--- src/rtl/riscv_loader_pkg.sv ---
// Shared types and constants for the boot-time instruction loader.
package riscv_loader_pkg;
  localparam int LEN_W  = 16;
  localparam int WORD_W = 32;

  typedef enum logic [2:0] {
    IDLE, LEN_LO, LEN_HI, DATA, WRITE, DONE, ERR
  } ld_state_e;

  typedef struct packed {
    logic              we;
    logic [WORD_W-1:0] addr;
    logic [WORD_W-1:0] wdata;
  } mem_req_t;

  function automatic logic takes_bytes(ld_state_e s);
    return (s == LEN_LO) || (s == LEN_HI) || (s == DATA);
  endfunction
endpackage

--- src/rtl/instr_loader_if.sv ---
// Byte-stream input and instruction-memory write port of the loader.
interface instr_loader_if;
  logic        in_valid;
  logic [7:0]  in_data;
  logic        in_ready;
  logic        mem_we;
  logic [31:0] mem_addr;
  logic [31:0] mem_wdata;

  modport master (input in_valid, in_data,
                  output in_ready, mem_we, mem_addr, mem_wdata);
  modport slave  (output in_valid, in_data,
                  input in_ready, mem_we, mem_addr, mem_wdata);
endinterface

--- src/rtl/instr_loader_byte_packer.sv ---
// Little-endian byte-to-word packer; word_vld_o pulses combinationally with the 4th byte.
module byte_packer
  import riscv_loader_pkg::*;
(
  input  logic              clk,
  input  logic              rst,
  input  logic              clr_i,
  input  logic              byte_vld_i,
  input  logic [7:0]        byte_i,
  output logic              word_vld_o,
  output logic [WORD_W-1:0] word_o
);
  logic [23:0] shreg_q;
  logic [1:0]  cnt_q;

  // Bytes enter at the top, so the first byte ends up in bits 7:0.
  always_ff @(posedge clk or negedge rst) begin
    if (!rst) begin
      shreg_q <= '0;
      cnt_q   <= '0;
    end else if (clr_i) begin
      shreg_q <= '0;
      cnt_q   <= '0;
    end else if (byte_vld_i) begin
      shreg_q <= {byte_i, shreg_q[23:8]};
      cnt_q   <= cnt_q + 2'd1;
    end
  end

  assign word_vld_o = byte_vld_i && (cnt_q == 2'd3);
  assign word_o     = {byte_i, shreg_q};
endmodule

--- src/rtl/instr_loader.sv ---
// Loads a length-prefixed little-endian byte stream into instruction memory,
// holding the core in reset until the whole image has been written.
module instr_loader
  import riscv_loader_pkg::*;
#(
  parameter int DEPTH_WORDS = 64
) (
  input  logic           clk,
  input  logic           rst,
  input  logic           start,
  instr_loader_if.master bus,
  output logic           core_rst,
  output logic           busy,
  output logic           done,
  output logic           err
);
  localparam int IDX_W = $clog2(DEPTH_WORDS) + 1;

  ld_state_e        state_q, state_d;
  logic [LEN_W-1:0] len_q;
  logic [IDX_W-1:0] idx_q;
  logic             in_ready_q, busy_q, done_q, err_q, core_rst_q;
  mem_req_t         mem_q;

  logic              xfer, restart, pk_vld;
  logic [WORD_W-1:0] pk_word;
  logic [LEN_W-1:0]  len_full, idx_next;

  assign xfer     = bus.in_valid && in_ready_q;
  assign restart  = start && (state_q == IDLE || state_q == DONE || state_q == ERR);
  assign len_full = {bus.in_data, len_q[7:0]};
  assign idx_next = LEN_W'(idx_q) + LEN_W'(1);

  byte_packer u_packer (
    .clk        (clk),
    .rst        (rst),
    .clr_i      (restart),
    .byte_vld_i (xfer && state_q == DATA),
    .byte_i     (bus.in_data),
    .word_vld_o (pk_vld),
    .word_o     (pk_word)
  );

  always_comb begin
    state_d = state_q;
    case (state_q)
      IDLE, DONE, ERR: if (start) state_d = LEN_LO;
      LEN_LO:          if (xfer) state_d = LEN_HI;
      LEN_HI: if (xfer) begin
        if (len_full == '0)                         state_d = DONE;
        else if (len_full > LEN_W'(DEPTH_WORDS))    state_d = ERR;
        else                                        state_d = DATA;
      end
      DATA:            if (pk_vld) state_d = WRITE;
      WRITE:           state_d = (idx_next == len_q) ? DONE : DATA;
      default:         state_d = IDLE;
    endcase
  end

  // Status outputs are decoded from the next state so they change on the
  // same edge as the state itself.
  always_ff @(posedge clk or negedge rst) begin
    if (!rst) begin
      state_q    <= IDLE;
      len_q      <= '0;
      idx_q      <= '0;
      in_ready_q <= 1'b0;
      busy_q     <= 1'b0;
      done_q     <= 1'b0;
      err_q      <= 1'b0;
      core_rst_q <= 1'b1;
      mem_q      <= '0;
    end else begin
      state_q    <= state_d;
      in_ready_q <= takes_bytes(state_d);
      busy_q     <= takes_bytes(state_d) || (state_d == WRITE);
      done_q     <= (state_d == DONE);
      err_q      <= (state_d == ERR);
      core_rst_q <= (state_d != DONE);
      mem_q.we   <= (state_d == WRITE);
      if (restart) begin
        len_q <= '0;
        idx_q <= '0;
      end
      if (state_q == LEN_LO && xfer) len_q[7:0] <= bus.in_data;
      if (state_q == LEN_HI && xfer) len_q      <= len_full;
      if (state_q == DATA && pk_vld) begin
        mem_q.addr  <= WORD_W'({idx_q, 2'b00});
        mem_q.wdata <= pk_word;
      end
      // Index stops at N-1 so it never leaves the memory range.
      if (state_q == WRITE && idx_next != len_q) idx_q <= idx_q + IDX_W'(1);
    end
  end

  assign bus.in_ready  = in_ready_q;
  assign bus.mem_we    = mem_q.we;
  assign bus.mem_addr  = mem_q.addr;
  assign bus.mem_wdata = mem_q.wdata;
  assign core_rst      = core_rst_q;
  assign busy          = busy_q;
  assign done          = done_q;
  assign err           = err_q;
endmodule

--- src/flat_wrapper.sv ---
// flat-port wrapper written by rule: the top's interface ports become plain ports
module instr_loader_flat import riscv_loader_pkg::*;
#(
  parameter int DEPTH_WORDS = 64
)
  (clk, rst, start, core_rst, busy, done, err, bus_in_valid, bus_in_data, bus_in_ready, bus_mem_we, bus_mem_addr, bus_mem_wdata);
  instr_loader_if bus_i ();
  input  logic clk;
  input  logic rst;
  input  logic start;
  output logic core_rst;
  output logic busy;
  output logic done;
  output logic err;
  input wire logic [$bits(bus_i.in_valid)-1:0] bus_in_valid;
  input wire logic [$bits(bus_i.in_data)-1:0] bus_in_data;
  output wire logic [$bits(bus_i.in_ready)-1:0] bus_in_ready;
  output wire logic [$bits(bus_i.mem_we)-1:0] bus_mem_we;
  output wire logic [$bits(bus_i.mem_addr)-1:0] bus_mem_addr;
  output wire logic [$bits(bus_i.mem_wdata)-1:0] bus_mem_wdata;
  assign bus_i.in_valid = bus_in_valid;
  assign bus_i.in_data = bus_in_data;
  assign bus_in_ready = bus_i.in_ready;
  assign bus_mem_we = bus_i.mem_we;
  assign bus_mem_addr = bus_i.mem_addr;
  assign bus_mem_wdata = bus_i.mem_wdata;
  instr_loader #(.DEPTH_WORDS(DEPTH_WORDS)) u_core (.clk(clk), .rst(rst), .start(start), .bus(bus_i), .core_rst(core_rst), .busy(busy), .done(done), .err(err));
endmodule
--- config.mk ---
export PLATFORM = sky130hd
export DESIGN_NAME = instr_loader_flat
export DESIGN_NICKNAME = d
export VERILOG_FILES = /design/src/rtl/riscv_loader_pkg.sv /design/src/rtl/instr_loader_if.sv /design/src/rtl/instr_loader_byte_packer.sv /design/src/rtl/instr_loader.sv /design/src/flat_wrapper.sv
export SDC_FILE = /design/constraint.sdc
export NUM_CORES = 1
export LEC_CHECK = 0
export CORE_UTILIZATION = 40
export DETAILED_ROUTE_END_ITERATION = 7
export SETUP_SLACK_MARGIN = 0.02
export SLEW_MARGIN = 20
export SYNTH_ARGS = -nofsm -noshare
export SYNTH_HDL_FRONTEND = slang
export SYNTH_HIERARCHICAL = 1
export SYNTH_SLANG_ARGS = --single-unit
--- constraint.sdc ---
create_clock -name clk -period 3.3 [get_ports clk]
set_input_delay 0.495 -clock clk [delete_from_list [all_inputs] [get_ports clk]]
set_output_delay 0.495 -clock clk [all_outputs]
set_load 0.05 [all_outputs]
Yosys cells after proc, flatten, opt, wreduce, memory -nomap -nowiden

Cells that the tools add are included.

ROM bits: 0
Bits in writable memories: 0
Word-level logic and storage cells: 73
Bits in latches: 0
Output and inout port bits: 70
Input port bits: 12
Memories kept: 0
Flip-flop bits (word level): 97

Mux-type cells: 17
Shift-type cells: 0
Multiply operators: 0
Magnitude comparators: 1
Reductions and logical operators: 21
Add/sub/neg operators: 3
Divide/modulo/power cells: 0
Bitwise gates (word level): 1
Eq/ne operators: 16

Operators by type and width:

| operator            | count |
|---|---|
| $mux 24             | 2 |
| $mux 16             | 2 |
| $mux 3              | 7 |
| $eq 3x3->1 const B  | 6 |
| $eq 16x16->1        | 1 |
| $gt 16x7->1 const B | 1 |
| $logic_not 16->1    | 1 |
| $ne 16x16->1        | 1 |
| $pmux 3 s5          | 1 |
| $mux 7              | 2 |
| $eq 3x2->1 const B  | 4 |
| $add 7x1->8 const B | 1 |
| $logic_and 1x1->1   | 8 |
| $mux 8              | 1 |
| $reduce_bool 2->1   | 4 |
| $add 7x1->7 const B | 1 |
| $eq 3x1->1 const B  | 2 |
| $logic_or 1x1->1    | 5 |
| $mux 2              | 2 |
| $logic_not 3->1     | 1 |
| $ne 3x3->1 const B  | 1 |
| $reduce_or 3->1     | 1 |
| $add 2x1->2 const B | 1 |
| $eq 2x2->1 const B  | 1 |
| 2 further kinds     | 2 |

Logic depth before layout (Yosys ltp)

Gate-level depths: netlist (run 1).

Word-level depth: 9
Gate-level depth with buffers: 12
Gate-level depth less buffers: 9

Modules after synthesis

Netlist (run 1), hierarchy kept.

By module, submodules not included:

| module       | sequential area each (µm²) | cells each | times used | area each (µm²) |
|---|---|---|---|---|
| instr_loader | 1778.0                     | 375        | 1          | 3393.3 |
| byte_packer  | 650.6                      | 94         | 1          | 1153.6 |

Least setup slack after synthesis (run 1)

No wires, ideal clock.

Path kind: flip-flop to flip-flop
Start point: reg u_core.in_ready_q, in the netlist u_core/bus.in_ready
End point: reg u_core.busy_q, in the netlist u_core/busy
Cell stages (with the launch flop): 12
Path slack: 0.843 ns
Clock period less this slack: 2.457 ns
Arrival: 2.327 ns
Path buffers: 2
Setup time: 0.131 ns
Cell sequence: dfrtp_1 nand3_1 nor2_1 buf_6 buf_12 and2_1 o21ai_0 o21ai_0 a21oi_1 a211o_1 o221a_2 nand2b_1

Word-level cells in the longest chain between the ends: 9
Elaborated cells on any way between the ends: 14
Classes of those cells: eq/ne (4); mux (4); reduce/logical (6)

RTL lines:

| what                                            | line                           | source |
|---|---|---|
| start, declared                                 | instr_loader.sv:22             | `logic in_ready_q, busy_q, done_q, err_q, core_rst_q;` |
| start signal, assigned                          | instr_loader.sv:75             | `in_ready_q <= takes_bytes(state_d);` |
| $logic_and 1x1->1 *                             | instr_loader.sv:29             | `assign xfer = bus.in_valid && in_ready_q;` |
| $logic_and 1x1->1 *                             | instr_loader.sv:38             | `.byte_vld_i (xfer && state_q == DATA),` |
| $logic_and 1x1->1 *                             | instr_loader_byte_packer.sv:30 | `assign word_vld_o = byte_vld_i && (cnt_q == 2'd3);` |
| net u_core.pk_vld                               | instr_loader.sv:25             | `logic xfer, restart, pk_vld;` |
| $mux 3 *                                        | instr_loader.sv:54             | `DATA: if (pk_vld) state_d = WRITE;` |
| $pmux 3 s5 *                                    | instr_loader.sv:46             | `case (state_q)` |
| net u_core.state_d[0]                           | instr_loader.sv:19             | `ld_state_e state_q, state_d;` |
| $eq 3x1->1 / $eq 3x2->1 (equally long branches) | riscv_loader_pkg.sv:17         | `return (s == LEN_LO) \|\| (s == LEN_HI) \|\| (s == DATA);` |
| $logic_or 1x1->1 (2 in a row)                   | riscv_loader_pkg.sv:17         |  |
| $logic_or 1x1->1 *                              | instr_loader.sv:76             | `busy_q <= takes_bytes(state_d) \|\| (state_d == WRITE);` |
| end signal, assigned                            | instr_loader.sv:76             |  |
| end, declared                                   | instr_loader.sv:22             |  |

The timed path passes the listed nets; every way through them passes the cells marked *.
A chain may end at the register's enable or synchronous reset.

Final worst setup path (run 1)

Start point: reg u_core.idx_q[0]
End point: reg u_core.idx_q[3]

Word-level cells in the longest chain between the ends: 4
Elaborated cells on any way between the ends: 6
Classes of those cells: add/sub (2); eq/ne (1); mux (1); reduce/logical (2)

RTL lines:

| what                                               | line               | source |
|---|---|---|
| start, declared                                    | instr_loader.sv:21 | `logic [IDX_W-1:0] idx_q;` |
| start signal, assigned                             | instr_loader.sv:92 | `if (state_q == WRITE && idx_next != len_q) idx_q <= idx_q + IDX_W'(1);` |
| $add 7x1->8                                        | instr_loader.sv:32 | `assign idx_next = LEN_W'(idx_q) + LEN_W'(1);` |
| $ne 16x16->1                                       | instr_loader.sv:92 |  |
| $logic_and 1x1->1                                  | instr_loader.sv:92 |  |
| $mux 7 / $reduce_bool 2->1 (equally long branches) | --                 |  |

Parallel ways exist; a longest one is shown, timed or not.

==> qor.yml, run 1 <==
run_status:
  status: "finished, final reports clean"
route:
  post_drt_wl_per_cell_microns: 14.9
  vias_per_cell: 4.94
  drtIter0Drc: 168
  firstDrtPassIters: 4
  ant_nets: 0
  drcViolationCount: 0
  routed-via-count: 3260
  routed_wl_mm: 9.82
worst_setup_path:
  crit_path_start_kind: "flip-flop"
  r2r_start: "u_core/idx_q[0]$_DFFE_PN0P_"
  required_ns: 3.52
  crit_path_top_delay_cell: "dfrtp_1"
  end_kind: "flip-flop"
  crit_fanout: 15
  critical_path_class: "flip-flop to flip-flop"
  cp_cell_sequence: "ha_1 -> nand2_1 -> or3_1 -> a211oi_2 -> a41oi_2 -> and3_1 -> a211o_1"
  critPathArrivalTime_ns: 2.92
  path_depth: 7
  cp-startpoint: "u_core/idx_q[0]$_DFFE_PN0P_"
  crit_family: "compound AO/OA/AOI/OAI gates"
  path_buf_inv: 0
  critPathMaxStageDelay_ns: 0.46
  worstRegToRegCells: 7
sta:
  report.final.slew_viol_count: 0
  hold_viol: 0
  finalCriticalPeriod_ns: 2.70
  finalSetupTns_ns: 0
  max_freq_mhz: 370
  worst_pin_slew_ns: 0.798
  slew_headroom_pct: 46.7
  whs_ns: 0.237
  finalSetupViolCount: 0
  rsz0062_at_grt: "false"
  finalCritPeriodShare_pct: 81.8
  fin_skew_ns: 0.00836
placed_design:
  globalplace.congestion: 0.790
  post-place-cells: 644
  port_buffers: 56
  dp.final_hpwl_mm: 6.62
layout:
  fillCellCount: 1061
  multiInputGateArea_sq_mm: 0.00182
  area_delta_synth_final_pct: 19.1
  final_cell_mix: "nand2_1 (138), dfrtp_1 (96), clkdlybuf4s50_1 (55)"
  num_antenna_cells: 0
  seq_area_sq_mm: 0.00243
  layout.cells.most_common: "nand2_1"
  final_cells: 660
  post-route-util_pct: 49.5
  nets: 529
  drive_gt1_share_pct: 8.85
logic_synthesis:
  ys_dominant_reg_cell: "dfrtp_1"
  synth_cell_types: 49
  async_reset_ff_share_pct: 100
  synth_edf_count: 0
  yosysSeqAreaShare_pct: 53.4
  synth_area_per_cell_sq_um: 9.69
  synth-seq-cells: 97
  syn_area_sq_mm: 0.00455
  synthCells: 469
  yosysWarnings: 6
pwr:
  p_leak_nw: 2.57
  powerDensity_mw_per_mm2: 928
  peakVddDrop_uv: 393
clocking:
  post_cts_resized: 0
  post-cts-setup-buffers: 0
  cts_hold_buf: 0
  clock_path_buffers: 2
  cts_tree: "done"
  cts.root.buffer_cell: "clkbuf_16"
  h-tree-depth: 3
  path_clk_slew_ns: 0.07
  insertion_delay_ns: 0.33
  clock_sinks: 97
  cts_made_buffers: 9
floorplan:
  dieArea_sq_mm: 0.0118
  fp-row-count: 38
  die_w_microns: 109
  ios: 82
  fp.dieH_microns: 109
  core_area_sq_mm: 0.0109
  start_util_pct: 41.6
job:
  drv_cap: 0
global_routing:
  grt-ovfl-total: 0
  grt_max_degree: 62
  grt_pass1_vias: 3231
  grt_pass1_wl_mm: 16.2
  grt_antenna_before_repair: 0
  groute.usage.overall_pct: 17.8
hold_path:
  hold_path.class: "primary input to async pin"
## synth_stat cells (2+ instances only)
| master | n | area share, % |
|---|---|---|
| xor2_1 | 4 | 0.77 |
| inv_1 | 4 | 0.33 |
| nand3b_1 | 2 | 0.33 |
| or3_1 | 4 | 0.55 |
| buf_6 | 2 | 0.50 |
| dfrtp_1 | 96 | 53 |
| o21a_1 | 3 | 0.50 |
| nand3_1 | 5 | 0.55 |
| o21ai_1 | 4 | 0.44 |
| nand2_1 | 138 | 11 |
| mux2i_1 | 28 | 6.2 |
| o21ai_0 | 22 | 2.4 |
| and3_1 | 2 | 0.28 |
| buf_12 | 2 | 0.88 |
| nand4_1 | 3 | 0.41 |
| ha_1 | 2 | 0.55 |
| buf_1 | 4 | 0.33 |
| a21oi_1 | 3 | 0.33 |
| clkbuf_1 | 11 | 0.91 |
| nor3b_1 | 3 | 0.50 |
| a21boi_1 | 2 | 0.33 |
| nor3_1 | 7 | 0.77 |
| nor2_1 | 34 | 2.8 |
| a211o_1 | 3 | 0.58 |
| nand2b_1 | 4 | 0.55 |
| nor4_1 | 3 | 0.41 |
| mux2_2 | 8 | 2.0 |
| xnor2_1 | 6 | 1.2 |
| buf_4 | 33 | 5.4 |
| nor2b_1 | 5 | 0.69 |
| buf_2 | 4 | 0.44 |
## worst paths after layout
path / end / slack, ns
max: u_core/idx_q[3]$_DFFE_PN0P_ / 0.60
min: u_core/bus.mem_addr[5]$_DFFE_PN0P_ / 0.24
max reg2reg: u_core/idx_q[3]$_DFFE_PN0P_ / 0.60
min reg2reg: u_core/bus.mem_wdata[7]$_DFFE_PN0P_ / 0.48
max in group asynchronous: u_core/core_rst$_DFF_PN1_ / 2.27
min in group clk: u_core/bus.mem_wdata[7]$_DFFE_PN0P_ / 0.48
## layout make-up
| cell class | instances | share of cell area [%] |
|---|---|---|
| flip-flops and latches | 97 | 44.8 |
| well taps | 140 | 3.23 |
| inverters | 4 | 0.277 |
| clock buffers | 10 | 4.41 |
| clock inverters | 6 | 1.78 |
| multi-input cells | 336 | 33.6 |
| repair buffers | 67 | 11.8 |
## registers in the layout, summed over array words and instances (netlist names), 2 cells and up
signal,flops
u_core/bus.mem_addr,7
u_core/bus.mem_wdata,32
u_core/idx_q,7
u_core/len_q,16
u_core/state_q,3
u_core/u_packer/cnt_q,2
u_core/u_packer/shreg_q,24
## metal layers
| layer | part of all wire (%) | GRT usage [%] |
|---|---|---|
| met2 | 48 | 28.1 |
| met4 | 0.89 | 6.76 |
| met3 | 3.7 | 3.35 |
| met5 | 0 | 0 |
| met1 | 47 | 24.5 |
## where the power goes
part / switching [W] / internal [W]
clock: 0.000461 / 0.000696
sequential: 0.000327 / 0.00159
combinational: 0.00125 / 0.000705
## kinds of logic after synthesis
| family | after synthesis | share of synthesized area (%) |
|---|---|---|
| AND/OR/NAND/NOR | 217 | 20.5 |
| flip-flops | 97 | 53.4 |
| buffers and inverters | 60 | 8.83 |
| AO/OA/AOI/OAI | 46 | 6.55 |
| multiplexers | 36 | 8.15 |
| XOR/XNOR | 10 | 1.93 |
| adder cells (fa/ha/maj) | 2 | 0.550 |
| other | 1 | 0.0825 |
## metrics by stage
step | total power, W | worst slack (ns) | instance area [sq um]
4_1_cts | 0.00507 | 0.598 | 5420
5_1_grt | 0.00533 | 0.435 | 5420
2_1_floorplan | 0.00333 | 0.843 | 4640
6_report | 0.00503 | 0.601 | 5420
3_3_place_gp | 0.00385 | 0.548 | 5080
3_5_place_dp | 0.00389 | 0.450 | 5080
Note: power is estimated with default switching activity, not from simulation.
==> run 2, diff against run 1 <==
clock period = 2.8 ns   (was 3.3 ns; I/O delays follow)
==> run 2 against run 1 <==
Compared with the run above: power increased by 19%; utilization increased by 0.62 points; maximum frequency increased by 9.4%; die area unchanged; non-clock buffer count increased by 5; first-iteration DRC count increased by 8.3%; setup slack got worse by 0.27 ns; critical path depth unchanged; combinational power increased by 19%; largest power group unchanged.
==> qor.yml, run 2 (same netlist as run 1, synthesis figures left out) <==
sta:
  worst_pin_slew_ns: 0.596  # -0.202 ns
  max_freq_mhz: 405  # +9.4%
  rsz0062_at_grt: "false"
  hold_viol: 0  # unchanged
  fin_skew_ns: 0.00757  # -0.000794 ns
  finalCriticalPeriod_ns: 2.47  # -0.232 ns
  finalSetupTns_ns: 0  # unchanged
  finalSetupViolCount: 0  # unchanged
  slew_headroom_pct: 60.2  # +14 points
  report.final.slew_viol_count: 0  # unchanged
  worst_slack_ns: 0.332  # -0.268 ns
  finalCritPeriodShare_pct: 88.1  # +6.3 points
  whs_ns: 0.0832  # -0.153 ns
layout:
  final_cell_area_sq_mm: 0.00548  # +1.2%
  num_antenna_cells: 0  # unchanged
  final_cells: 665  # +0.76%
  final_cell_mix: "nand2_1 (138), dfrtp_1 (96), clkdlybuf4s50_1 (55)"
  area_delta_synth_final_pct: 20.6
  nets: 534  # +0.95%
  drive_gt1_share_pct: 9.52  # +0.68 points
  fillCellCount: 1041  # -1.9%
  largest_reg_flops: 32  # unchanged
  layout.cells.most_common: "nand2_1"
route:
  post_drt_wl_per_cell_microns: 14.6  # -1.6%
  vias_per_cell: 4.93  # -0.20%
  ant_nets: 0  # unchanged
  routed_wl_mm: 9.74  # -0.81%
  drtIter0Drc: 182  # +8.3%
  firstDrtPassIters: 6  # +2
  drcViolationCount: 0  # unchanged
  routed-via-count: 3278  # +0.55%
floorplan:
  ios: 82  # unchanged
  core_area_sq_mm: 0.0109  # unchanged
  fp.dieH_microns: 109  # unchanged
  die_w_microns: 109  # unchanged
  dieArea_sq_mm: 0.0118  # unchanged
  start_util_pct: 41.6  # unchanged
  fp-row-count: 38  # unchanged
worst_setup_path:
  critPathMaxStageDelay_ns: 0.40  # -0.06 ns
  path_buf_inv: 0  # unchanged
  critPathArrivalTime_ns: 2.68  # -0.24 ns
  crit_fanout: 15  # unchanged
  end_kind: "flip-flop"
  critical_path_class: "flip-flop to flip-flop"
  crit_family: "compound AO/OA/AOI/OAI gates"
  cp_cell_sequence: "ha_1 -> nand2_1 -> or3_1 -> a211oi_2 -> a41oi_4 -> nor3b_1 -> a211o_1"
  crit_path_start_kind: "flip-flop"
  crit_path_top_delay_cell: "or3_1"
  required_ns: 3.01  # -0.51 ns
pwr:
  peakVddDrop_uv: 546  # +39%
  p_leak_nw: 2.61  # +1.3%
  powerDensity_mw_per_mm2: 1090  # +17%
global_routing:
  grt_pass1_wl_mm: 16.3  # +0.94%
  grt-ovfl-total: 0  # unchanged
  grt_max_degree: 54  # -13%
  grt_antenna_before_repair: 0  # unchanged
  grt_pass1_vias: 3255  # +0.74%
  groute.usage.overall_pct: 18.0  # +0.15 points
clocking:
  cts_hold_buf: 0  # unchanged
  cts_made_buffers: 9  # unchanged
  path_clk_slew_ns: 0.07  # about the same
  post_cts_resized: 0  # unchanged
  clock_path_buffers: 2  # unchanged
  post-cts-setup-buffers: 0  # unchanged
  cts_tree: "done"
  clock_sinks: 97  # unchanged
  insertion_delay_ns: 0.33  # about the same
  h-tree-depth: 3  # unchanged
  cts.root.buffer_cell: "clkbuf_16"
placed_design:
  post-place-cells: 649  # +0.78%
  place_ws_ns: 0.127  # -0.324 ns
  place_area_sq_mm: 0.00513  # +0.99%
  dp.final_hpwl_mm: 6.50  # -1.8%
  globalplace.congestion: 0.827  # +4.6%
  port_buffers: 56  # unchanged
run_status:
  status: "finished, final reports clean"
hold_path:
  hold_path.class: "primary input to async pin"
job:
  drv_cap: 0  # unchanged
run 2: per-stage QoR:
stage | util (%) | power [W]
after floorplan | - | 0.00392
after global routing | 50.1 | 0.00635
after global placement | 46.9 | 0.00454
after CTS | 50.0 | 0.00603
after detailed placement | 46.9 | 0.00459
final | 50.1 | 0.00598
run 2: final timing paths:
| kind | from | end | slack [ns] | depth (start not counted) |
|---|---|---|---|---|
| setup / recovery | u_core/idx_q[1]$_DFFE_PN0P_ | u_core/idx_q[3]$_DFFE_PN0P_ | 0.33 | 7 |
| hold / removal | rst | u_core/bus.mem_addr[2]$_DFFE_PN0P_ | 0.08 | 1 |
| setup reg to reg | u_core/idx_q[1]$_DFFE_PN0P_ | u_core/idx_q[3]$_DFFE_PN0P_ | 0.33 | 7 |
| hold reg to reg | u_core/u_packer/shreg_q[6]$_DFFE_PN0P_ | u_core/bus.mem_wdata[6]$_DFFE_PN0P_ | 0.48 | 2 |
| max in group asynchronous | rst | u_core/bus.mem_wdata[16]$_DFFE_PN0P_ | 2.01 | 2 |
| min in group clk | u_core/u_packer/shreg_q[6]$_DFFE_PN0P_ | u_core/bus.mem_wdata[6]$_DFFE_PN0P_ | 0.48 | 2 |
run 2: final cells by class:
cell class	count	area, sq um	area share (%)
Sequential cell	97	2430	44.3
Multi-Input combinational cell	336	1830	33.4
Timing Repair Buffer	72	691	12.6
Clock buffer	10	229	4.18
Tap cell	140	175	3.19
Clock inverter	6	113	2.05
Inverter	4	15.0	0.274
run 2: power by group:
group	internal (W)	switching [W]	leakage [nW]
Clock	0.000879	0.000525	0.167
Combinational	0.000848	0.00149	1.15
Sequential	0.00187	0.000366	1.29
Total	0.00360	0.00238	2.61
run 2: routing by layer:
metal	global-route usage [%]	share of wire, %
met3	3.11	3.8
met1	25.4	48
met5	0	0
met4	6.76	1.2
met2	27.7	47
